===== src/rtl/baud_pkg.sv =====
// Shared constants and handshake state type for the fractional baud generator.
package baud_pkg;

  localparam int unsigned DefN     = 16;
  localparam int unsigned DefFracW = 4;
  localparam int unsigned DefOvs   = 16;
  localparam int unsigned DefDiv   = 326;

  typedef enum logic {
    StIdle    = 1'b0,
    StPending = 1'b1
  } hs_state_e;

endpackage


===== src/rtl/baud_frac_acc.sv =====
// Fractional divisor accumulator: adds frac on each tick, carry stretches the next period.
module baud_frac_acc
  import baud_pkg::*;
#(
  parameter int unsigned FRAC_W = DefFracW
) (
  input  logic              i_clk,
  input  logic              i_reset,
  input  logic              i_tick,
  input  logic              i_clear,
  input  logic [FRAC_W-1:0] i_frac,
  output logic              o_carry
);

  logic [FRAC_W-1:0] r_acc;
  logic              r_carry;
  logic [FRAC_W:0]   w_sum;

  assign w_sum = {1'b0, r_acc} + {1'b0, i_frac};

  always_ff @(posedge i_clk) begin
    if (i_reset || i_clear) begin
      r_acc   <= '0;
      r_carry <= 1'b0;
    end else if (i_tick) begin
      {r_carry, r_acc} <= w_sum;
    end
  end

  assign o_carry = r_carry;

endmodule


===== src/rtl/frac_baud_gen.sv =====
// Fractional-N baud tick generator with sample/bit ticks and a divisor update handshake.
// Define FRAC_BAUD_GEN_FRAC_EN to build the fractional accumulator; otherwise period = div_int.
module frac_baud_gen
  import baud_pkg::*;
#(
  parameter int unsigned N       = DefN,
  parameter int unsigned FRAC_W  = DefFracW,
  parameter int unsigned OVS     = DefOvs,
  parameter int unsigned DEF_DIV = DefDiv
) (
  input  logic              i_clk,
  input  logic              i_reset,
  input  logic              i_enable,
  input  logic [N-1:0]      i_div_int,
  input  logic [FRAC_W-1:0] i_div_frac,
  input  logic              i_div_valid,
  output logic              o_div_ready,
  output logic              o_sample_tick,
  output logic              o_bit_tick
);

  localparam int unsigned  SW       = (OVS > 1) ? $clog2(OVS) : 1;
  localparam logic [SW-1:0] ScntLast = SW'(OVS - 1);
  localparam logic [N-1:0]  DefDivN  = N'(DEF_DIV);

  hs_state_e   r_state;
  logic        r_ready;
  logic [N-1:0]  r_div_int;
  logic [N-1:0]  r_pend_int;
  logic [N-1:0]  r_cnt;
  logic [SW-1:0] r_scnt;

  logic        w_carry;
  logic [N-1:0] w_div_eff;
  logic [N:0]  w_period_m1;
  logic        w_tick;
  logic        w_apply;
  logic        w_accept;

  assign w_div_eff   = (r_div_int == '0) ? N'(1) : r_div_int;
  assign w_period_m1 = {1'b0, w_div_eff} + (N+1)'(w_carry) - (N+1)'(1);
  assign w_tick      = i_enable && !i_reset && ({1'b0, r_cnt} == w_period_m1);
  // Pending divisor lands on the next tick, or immediately if the generator is idle.
  assign w_apply     = (r_state == StPending) && (w_tick || !i_enable);
  assign w_accept    = (r_state == StIdle) && i_div_valid;

`ifdef FRAC_BAUD_GEN_FRAC_EN
  logic [FRAC_W-1:0] r_div_frac;
  logic [FRAC_W-1:0] r_pend_frac;

  always_ff @(posedge i_clk) begin
    if (i_reset) begin
      r_div_frac  <= '0;
      r_pend_frac <= '0;
    end else begin
      if (w_accept) r_pend_frac <= i_div_frac;
      if (w_apply)  r_div_frac  <= r_pend_frac;
    end
  end

  baud_frac_acc #(
    .FRAC_W (FRAC_W)
  ) u_frac_acc (
    .i_clk   (i_clk),
    .i_reset (i_reset),
    .i_tick  (w_tick),
    .i_clear (w_apply),
    .i_frac  (r_div_frac),
    .o_carry (w_carry)
  );
`else
  logic [FRAC_W-1:0] w_unused_frac;
  assign w_unused_frac = i_div_frac;
  assign w_carry       = 1'b0;
`endif

  always_ff @(posedge i_clk) begin
    if (i_reset) begin
      r_state    <= StIdle;
      r_ready    <= 1'b1;
      r_div_int  <= DefDivN;
      r_pend_int <= '0;
      r_cnt      <= '0;
      r_scnt     <= '0;
    end else begin
      if (w_apply) begin
        r_div_int <= r_pend_int;
        r_cnt     <= '0;
        r_scnt    <= '0;
      end else if (i_enable) begin
        if (w_tick) begin
          r_cnt  <= '0;
          r_scnt <= (r_scnt == ScntLast) ? '0 : r_scnt + 1'b1;
        end else begin
          r_cnt <= r_cnt + 1'b1;
        end
      end

      unique case (r_state)
        StIdle: begin
          if (w_accept) begin
            r_pend_int <= i_div_int;
            r_state    <= StPending;
            r_ready    <= 1'b0;
          end
        end
        StPending: begin
          if (w_apply) begin
            r_state <= StIdle;
            r_ready <= 1'b1;
          end
        end
        default: r_state <= StIdle;
      endcase
    end
  end

  assign o_div_ready   = r_ready;
  assign o_sample_tick = w_tick;
  assign o_bit_tick    = w_tick && (r_scnt == ScntLast);

endmodule


===== config.mk =====
export PLATFORM = sky130hd
export DESIGN_NAME = frac_baud_gen
export DESIGN_NICKNAME = d
export VERILOG_FILES = /design/src/rtl/baud_pkg.sv /design/src/rtl/baud_frac_acc.sv /design/src/rtl/frac_baud_gen.sv
export SDC_FILE = /design/constraint.sdc
export NUM_CORES = 1
export LEC_CHECK = 0
export ABC_AREA = 1
export CORE_ASPECT_RATIO = 0.7
export CORE_MARGIN = 1.5
export CORE_UTILIZATION = 39
export DETAILED_ROUTE_END_ITERATION = 12
export SYNTH_ARGS = -nofsm -noshare
export SYNTH_HDL_FRONTEND = slang
export SYNTH_HIERARCHICAL = 1
export SYNTH_SLANG_ARGS = --single-unit

===== constraint.sdc =====
create_clock -name i_clk -period 2.8 [get_ports i_clk]
set_input_delay 0.56 -clock i_clk [delete_from_list [all_inputs] [get_ports i_clk]]
set_output_delay 0.56 -clock i_clk [all_outputs]
set_load 0.02 [all_outputs]

==> results of run 1 <==
[placed cells by master, fill, tap and decap left out, types with 3 or more instances in the layout]
master,instances
nor2_4,11
nand4_1,12
nand2_1,115
nor2_1,71
dfxtp_1,38
nand3_2,11
a21oi_1,32
o21ai_0,19
clkdlybuf4s50_1,20
xor2_1,17
nand3_1,51
nor3_1,3
nor2_2,5
buf_6,7
dfxtp_2,16
buf_4,71
clkbuf_16,7
nand2_2,8
inv_1,60
[cells by family after synthesis]
kind of cell,after synthesis,synth area share
simple gates,299,0.4072
buf+inv,78,0.1014
compound gates,55,0.08702
flops,54,0.3357
xor+xnor,21,0.05711
fa+ha+maj,3,0.01166
[flip-flops by register name, summed over array words and instances, names as in the netlist]
name         cells
r_cnt           16
r_div_int       16
o_div_ready      1
r_state          1
r_scnt           4
r_pend_int      16
[layer usage]
metal,part of all wire,up-vias
li1,-,1816
met1,0.51,1616
met2,0.41,83
met3,0.058,17
met4,0.017,0
met5,0,-
[repair_timing]
| item | 4_1_cts | 5_1_grt |
|---|---|---|
| pin swaps | 11 | 22 |
| hold endpoints to repair | 0 | 0 |
| gates cloned | 0 | 2 |
| gates resized for setup | 23 | 33 |
| endpoints found under the setup margin | 35 | 40 |
| buffers inserted | 4 | 5 |
[power groups by stage]
| stage | sequential, W | combinational (W) | clock, W |
|---|---|---|---|
| after CTS | 0.000829 | 0.000388 | 0.000637 |
| after global routing | 0.000836 | 0.000471 | 0.000670 |
| final | 0.000832 | 0.000424 | 0.000620 |
| after floorplan | 0.000852 | 0.000207 | 0 |
| after detailed placement | 0.000846 | 0.000374 | 0 |
| after global placement | 0.000845 | 0.000371 | 0 |
[worst max-delay path by stage]
stage | to | slack (ns) | cells after the start
3_5_place_dp | o_bit_tick | -0.66 | 14
6_report | o_bit_tick | -0.40 | 20
5_1_grt | o_bit_tick | -0.58 | 17
3_3_place_gp | o_bit_tick | -0.64 | 14
4_1_cts | o_bit_tick | -0.37 | 19
2_1_floorplan | o_bit_tick | -0.04 | 18
[critical path, delay by kind of cell (launching register included)]
kind                       cells  cell delay, ns
and+or+nand+nor               17            1.61
DFF                            1            0.36
adders and majority gates      1            0.19
buffers and inverters          2            0.18
[layout make-up]
class                           instances  area [µm²]  area share
Inverter                               63       236.5     0.05218
Multi-Input combinational cell        378        2027      0.4473
Tap cell                              101       126.4     0.02789
Sequential cell                        54        1101      0.2430
Clock buffer                            5       125.1     0.02761
Timing Repair Buffer                  102       902.1      0.1991
Clock inverter                          2       13.76    0.003037
[metrics by stage]
step	hold slack (ns)	TNS (ns)	setup slack, ns
global route	0.4910	-9.130	-0.5780
detailed placement	0.4437	-2.777	-0.6618
finish	0.4557	-2.507	-0.3988
CTS	0.4549	-0.6927	-0.3730
global placement	0.4423	-1.275	-0.6392
floorplan	0.4300	-0.03650	-0.03650
==> summary.md, run 1 <==
| Metric | Value |
|---|---|
| Fin nets | 631 |
| Min-Delay Path Class | reg -> reg |
| Via count | 3532 |
| Util after Layout | 0.5708 |
| Overall power | 0.001876 W |
| Initial core utilization | 0.4057 |
| Max-cap viol count | 0 |
| Number of global-route vias before repair | 3281 |
| CTS tree | done |
| Data arrival time of the critical path | 2.64 ns |
| CP Max Fanout | 6 |
| Sw power | 0.0005368 W |
| Maximum root-to-sink buffer count | 2 |
| Layout fillers | 752 |
| R2R cell count | 22 |
| Reg2Reg Setup Slack | -0.10 ns |
| Cell chain of the critical path | nor2_4, nand2_2, nor2_4, nand2_2, nand2_2, inv_2, ha_4, nand2_8, nor2_4, nand2_1, nand2_1, nand3b_1, nand2_2, nand3_2, nor2_1, nand2_1, nor2_4, nand3_2, nor2_4, buf_6 |
| FF-to-FF Start | r_div_int[12] |
| Most common cell in the synthesized netlist | nand2_1 |
| P_int | 0.001339 W |
| Synthesized instance count | 510 |
| Startpoint types | flop |
| Number of synthesized flops with an enable pin | 0 |
| Worst Hold Path EP | r_pend_int[10] |
| Flop and latch count out of synthesis | 54 |
| Status | complete, but fails checks |
| Share of total power in combinational logic | 0.226 |
| Slew headroom | 0.5115 |
| RD Place Congestion | 0.9062 |
| Layout area overhead | 40.71% |
| Power per cell area | 413.9 nW/µm² |
| Finished layout cell area | 4532 µm² |
| Hold path cells | 2 |
| Sequential fraction of the synthesis area | 0.3357 |
| IO Count | 27 |
| Lkg Pwr | 2.019 nW |
| Failing checks | negative setup slack |
| Total GRT Usage | 0.2173 |
| Grt peak-use layer | met2 |
| Max Clock Freq | 0.3126 GHz |
| Reg clk slew, reported paths | 0.07 ns |
| Worst path required time | 2.24 ns |
| Pre-antenna DRT Iters | 5 |
| # DRC | 0 |
| Drt wl/cell | 13.04 µm |
| Clock sinks | 54 |
| Async SR Flop Fraction | 0 |
| Post-Layout Cell Count | 705 |
| Initial drt markers | 285 |
| Die area | 8821 µm² |
| Maximum VDD drop | 225.9 µV |
| Critical path's largest stage delay | 0.36 ns |
| Worst path most repeated cell | nor2_4 |
| Synth area leaders | dfxtp_1 34%, nand2_1 14%, nand3_1 9.3%, nor2_1 9.3%, inv_1 7.2% |
| Die W | 111.6 µm |
| Final Max Tran Viols | 0 |
| CTS H-Tree Depth | 2 |
| RSZ-0062 raised after global routing | true |
| Area share of the largest cell type after synthesis | 0.3357 |
| Placed cells | 687 |
| Layout cell share with drive strength beyond 1 | 0.2533 |
| Synthesized net count | 537 |
| Die Y | 79.03 µm |
| Post-DRT Antenna Nets | 0 |
| Synth warn | 6 |
| Crit path time final | 3.199 ns |
| Critical path capture point type | output pin |
| GR Overflow Total | 0 |
| Critical path startpoint | r_div_int[12] |
| Worst path slowest cell | dfxtp_2 |
| Layout Skew | 0.007790 ns |
| Yosys cell types | 32 |
| Clock Latency Late Sink | 0.30 ns |
| Vias per inst | 5.010 |
| Row count | 27 |
| Root buffer cell | clkbuf_16 |
| Global-route track usage on met2 | 0.3331 |
| Hold Crit Start | r_pend_int[10] |
| Critical path class | reg -> out |
| First-pass GRT wire length | 15360 µm |
| Post-Synthesis Cell Area | 3221 µm² |
| Dpl cell area | 4101 µm² |
| Top_reg_cell synth | dfxtp_1 |
| Flop pwr share | 0.443 |
| Final WL | 9195 µm |
| CTS Hold Bufs | 0 |
| Met3 usage | 0.04504 |
| Synth top cells by count | 123 x nand2_1, 80 x nor2_1, 62 x inv_1 |
| Area leader, netlist | dfxtp_1 |
| Fin. Hold Viols | 0 |
| Clk pwr share | 0.330 |
| Tcrit/Tclk final | 1.142 |
| TritonCTS Buffers | 5 |
| Initial antenna violation count | 0 |
| Switching share of power | 0.2862 |
| Avg Cell Area, Syn | 6.315 µm² |
| Hpwl dp | 6851 µm |
| Worst Max-Slew Pin Slew | 0.7319 ns |
| Buffers on Ports | 22 |
| Diode count | 0 |
| Final worst slack | -0.3988 ns |
| Final setup fails | 34 |
| Met1 global-route usage | 0.3057 |
| Largest net degree at the start of global routing | 31 |
| Reg-to-reg endpoint | r_cnt[12] |
| Core area | 7939 µm² |
(Power assumes the default switching activity.)
==> inputs of run 2 (changes only) <==
--- a/config.mk
+++ b/config.mk
@@ -6,7 +6,7 @@
 export NUM_CORES = 1
 export LEC_CHECK = 0
 export ABC_AREA = 1
-export CORE_ASPECT_RATIO = 0.7
+export CORE_ASPECT_RATIO = 0.75
 export CORE_MARGIN = 1.5
 export CORE_UTILIZATION = 39
 export DETAILED_ROUTE_END_ITERATION = 12
==> run 2 against run 1 <==
Net effect: largest power group unchanged; critical path type unchanged; combinational power rose by 2%; maximum frequency shrank 1.7%; count of clock-buffer cells in the layout up 1; the flow still finishes with violations (negative setup slack); global-route usage barely moved; highest routed layer unchanged; setup slack worse by 0.055 ns.
==> summary.md, run 2 (synthesis gave the netlist of run 1 again) <==
| Metric | Value |
|---|---|
| CTS Hold Bufs | 0 |
| Crit path max-delay family | simple AND/OR/NAND/NOR gates |
| Buf/Inv on CP | 2 |
| FF-to-FF Start | r_div_int[12] |
| Hold slack | 0.4606 ns |
| Sw power | 0.0005260 W |
| Layout Skew | 0.01229 ns |
| Worst path slowest cell | dfxtp_2 |
| Root buffer cell | clkbuf_8 |
| Diode count | 0 |
| Hpwl dp | 6806 µm |
| Max Clock Freq | 0.3073 GHz |
| TritonCTS Buffers | 5 |
| Die Y | 81.70 µm |
| Drt wl/cell | 13.34 µm |
| Most frequent cells in the layout | 110 x nand2_1, 81 x buf_4, 68 x nor2_1, 59 x inv_1, 49 x nand3_1 |
| Hold path cells | 2 |
| Clk pwr share | 0.299 |
| Clock Latency Late Sink | 0.32 ns |
| Final setup fails | 30 |
| Layout area overhead | 43.36% |
| CP Max Fanout | 3 |
| Initial core utilization | 0.4050 |
| P_int | 0.001278 W |
| RSZ-0062 raised after global routing | true |
| CTS tree | done |
| Clock sinks | 54 |
| R2R cell count | 19 |
| Initial antenna violation count | 0 |
| CTS H-Tree Depth | 2 |
| Maximum VDD drop | 232.4 µV |
| Power per cell area | 390.8 nW/µm² |
| Startpoint types | flop |
| Die W | 107.9 µm |
| Reg clk slew, reported paths | 0.10 ns |
| Final worst slack | -0.4538 ns |
| Maximum root-to-sink buffer count | 2 |
| IO Count | 27 |
| Layout cell share with drive strength beyond 1 | 0.2808 |
| Reg-to-reg endpoint | r_div_int[8] |
| Critical path's largest stage delay | 0.34 ns |
| Number of global-route vias before repair | 3167 |
| Row count | 28 |
| Fin. Hold Viols | 0 |
| Critical path class | reg -> out |
| Via count | 3605 |
| Tcrit/Tclk final | 1.162 |
| # DRC | 0 |
| Top Registers | r_cnt (16), r_div_int (16), r_pend_int (16) |
| Lkg Pwr | 2.046 nW |
| Fin nets | 642 |
| Final WL | 9620 µm |
| Dpl cell area | 4114 µm² |
| Worst Hold Path EP | r_pend_int[15] |
| Most common cell after layout, fill and taps aside | nand2_1 |
| Reg2Reg Setup Slack | -0.09 ns |
| First-pass GRT wire length | 14770 µm |
| Status | complete, but fails checks |
| Max-cap viol count | 0 |
| Worst path required time | 2.24 ns |
| Total GRT Usage | 0.2168 |
| Vias per inst | 5.000 |
| Flop pwr share | 0.461 |
| Share of total power in combinational logic | 0.240 |
| GR Overflow Total | 0 |
| Worst Max-Slew Pin Slew | 0.6959 ns |
| Switching share of power | 0.2915 |
| RD Place Congestion | 0.8945 |
| Final Max Tran Viols | 0 |
| Core area | 7953 µm² |
| Cell chain of the critical path | nor2_4, nand2_2, nor2_4, nand2_2, nand2_2, inv_2, ha_4, xnor2_2, xor2_1, and2_1, nand2_1, nor2_2, nand3_2, nor2_4, nand3_2, nor2_4, buf_6 |
| Failing checks | negative setup slack |
| Min-Delay Path Class | reg -> reg |
| Pre-antenna DRT Iters | 7 |
| Crit path time final | 3.254 ns |
| Largest net degree at the start of global routing | 36 |
| Buffers on Ports | 22 |
| Initial drt markers | 261 |
| Worst path most repeated cell | nor2_4 |
| Post-DRT Antenna Nets | 0 |
| Data arrival time of the critical path | 2.69 ns |
| Finished layout cell area | 4617 µm² |
| Critical path capture point type | output pin |
| Hold Crit Start | r_pend_int[15] |
| Slew headroom | 0.5355 |
| Die area | 8818 µm² |
[run 2: cell types whose count changed in the layout (fill, tap and decap cells not counted), sizes merged]
cell      previous run  this run
buf                 80        92
bufinv               0         1
clkinv               2         1
clkinvlp             0         1
inv                 63        62
[run 2: worst register-to-register path, stage by stage (launching register included)]
cell,delay [ns]
dfxtp_2,0.34
nor2_4,0.12
nand2_2,0.08
nor2_4,0.13
nand2_2,0.07
nand2_2,0.07
inv_2,0.04
ha_4,0.18
xnor2_2,0.17
xor2_1,0.26
and2_1,0.19
nand2_1,0.07
nor2_2,0.10
nand3_2,0.11
buf_4,0.16
o21ai_4,0.26
nand2_4,0.15
buf_6,0.16
nand2_1,0.05
nand3_1,0.06
[run 2: per-layer routing]
layer  GRT usage  wire length [µm]  up-vias
met3     0.03730               467       12
met4     0.05526               122        0
met2      0.3427              4245       95
li1            -                 -     1828
met5           0                 0        -
met1      0.3070              4785     1670
[run 2: cell type report]
cell class | instances | area [µm²]
multi-input cells | 378 | 2079
fillers | 732 | 3336
clock inverters | 2 | 37.54
flip-flops and latches | 54 | 1099
well taps | 105 | 131.4
clock buffers | 6 | 72.57
repair buffers | 113 | 960.9
inverters | 63 | 236.5
[run 2: power by group through the flow]
stage,combinational (W),sequential [W],clock (W)
floorplan,0.000207,0.000852,0
global placement,0.000372,0.000845,0
detailed placement,0.000376,0.000846,0
CTS,0.000393,0.000831,0.000555
global route,0.000475,0.000838,0.000591
finish,0.000432,0.000832,0.000540
[run 2: worst max path at each step]
| stage | startpoint | slack (ns) | end | depth (start not counted) |
|---|---|---|---|---|
| 4_1_cts | r_div_int[8] | -0.39 | o_bit_tick | 17 |
| 6_report | r_div_int[12] | -0.45 | o_bit_tick | 17 |
| 5_1_grt | r_div_int[10] | -0.60 | o_bit_tick | 17 |
| 2_1_floorplan | r_div_int[13] | -0.04 | o_bit_tick | 18 |
| 3_5_place_dp | i_enable | -0.64 | o_bit_tick | 14 |
| 3_3_place_gp | i_enable | -0.59 | o_bit_tick | 14 |
[run 2: metrics by stage]
| step | std cells | util | setup TNS (ns) | worst slack, ns | power [W] |
|---|---|---|---|---|---|
| 5_1_grt | 721 | 0.5806 | -7.528 | -0.5968 | 0.001904 |
| 3_3_place_gp | 692 | 0.5173 | -1.109 | -0.5922 | 0.001217 |
| 2_1_floorplan | 510 | - | -0.03650 | -0.03650 | 0.001060 |
| 4_1_cts | 707 | 0.5450 | -0.7408 | -0.3923 | 0.001778 |
| 6_report | 721 | 0.5806 | -2.507 | -0.4538 | 0.001804 |
| 3_5_place_dp | 692 | 0.5173 | -1.189 | -0.6368 | 0.001222 |
[run 2: what timing repair did]
action	in CTS	in global routing
resized for setup	26	48
gates cloned	0	2
setup endpoints to repair	21	40
pin swaps	16	37
buffers inserted	7	13
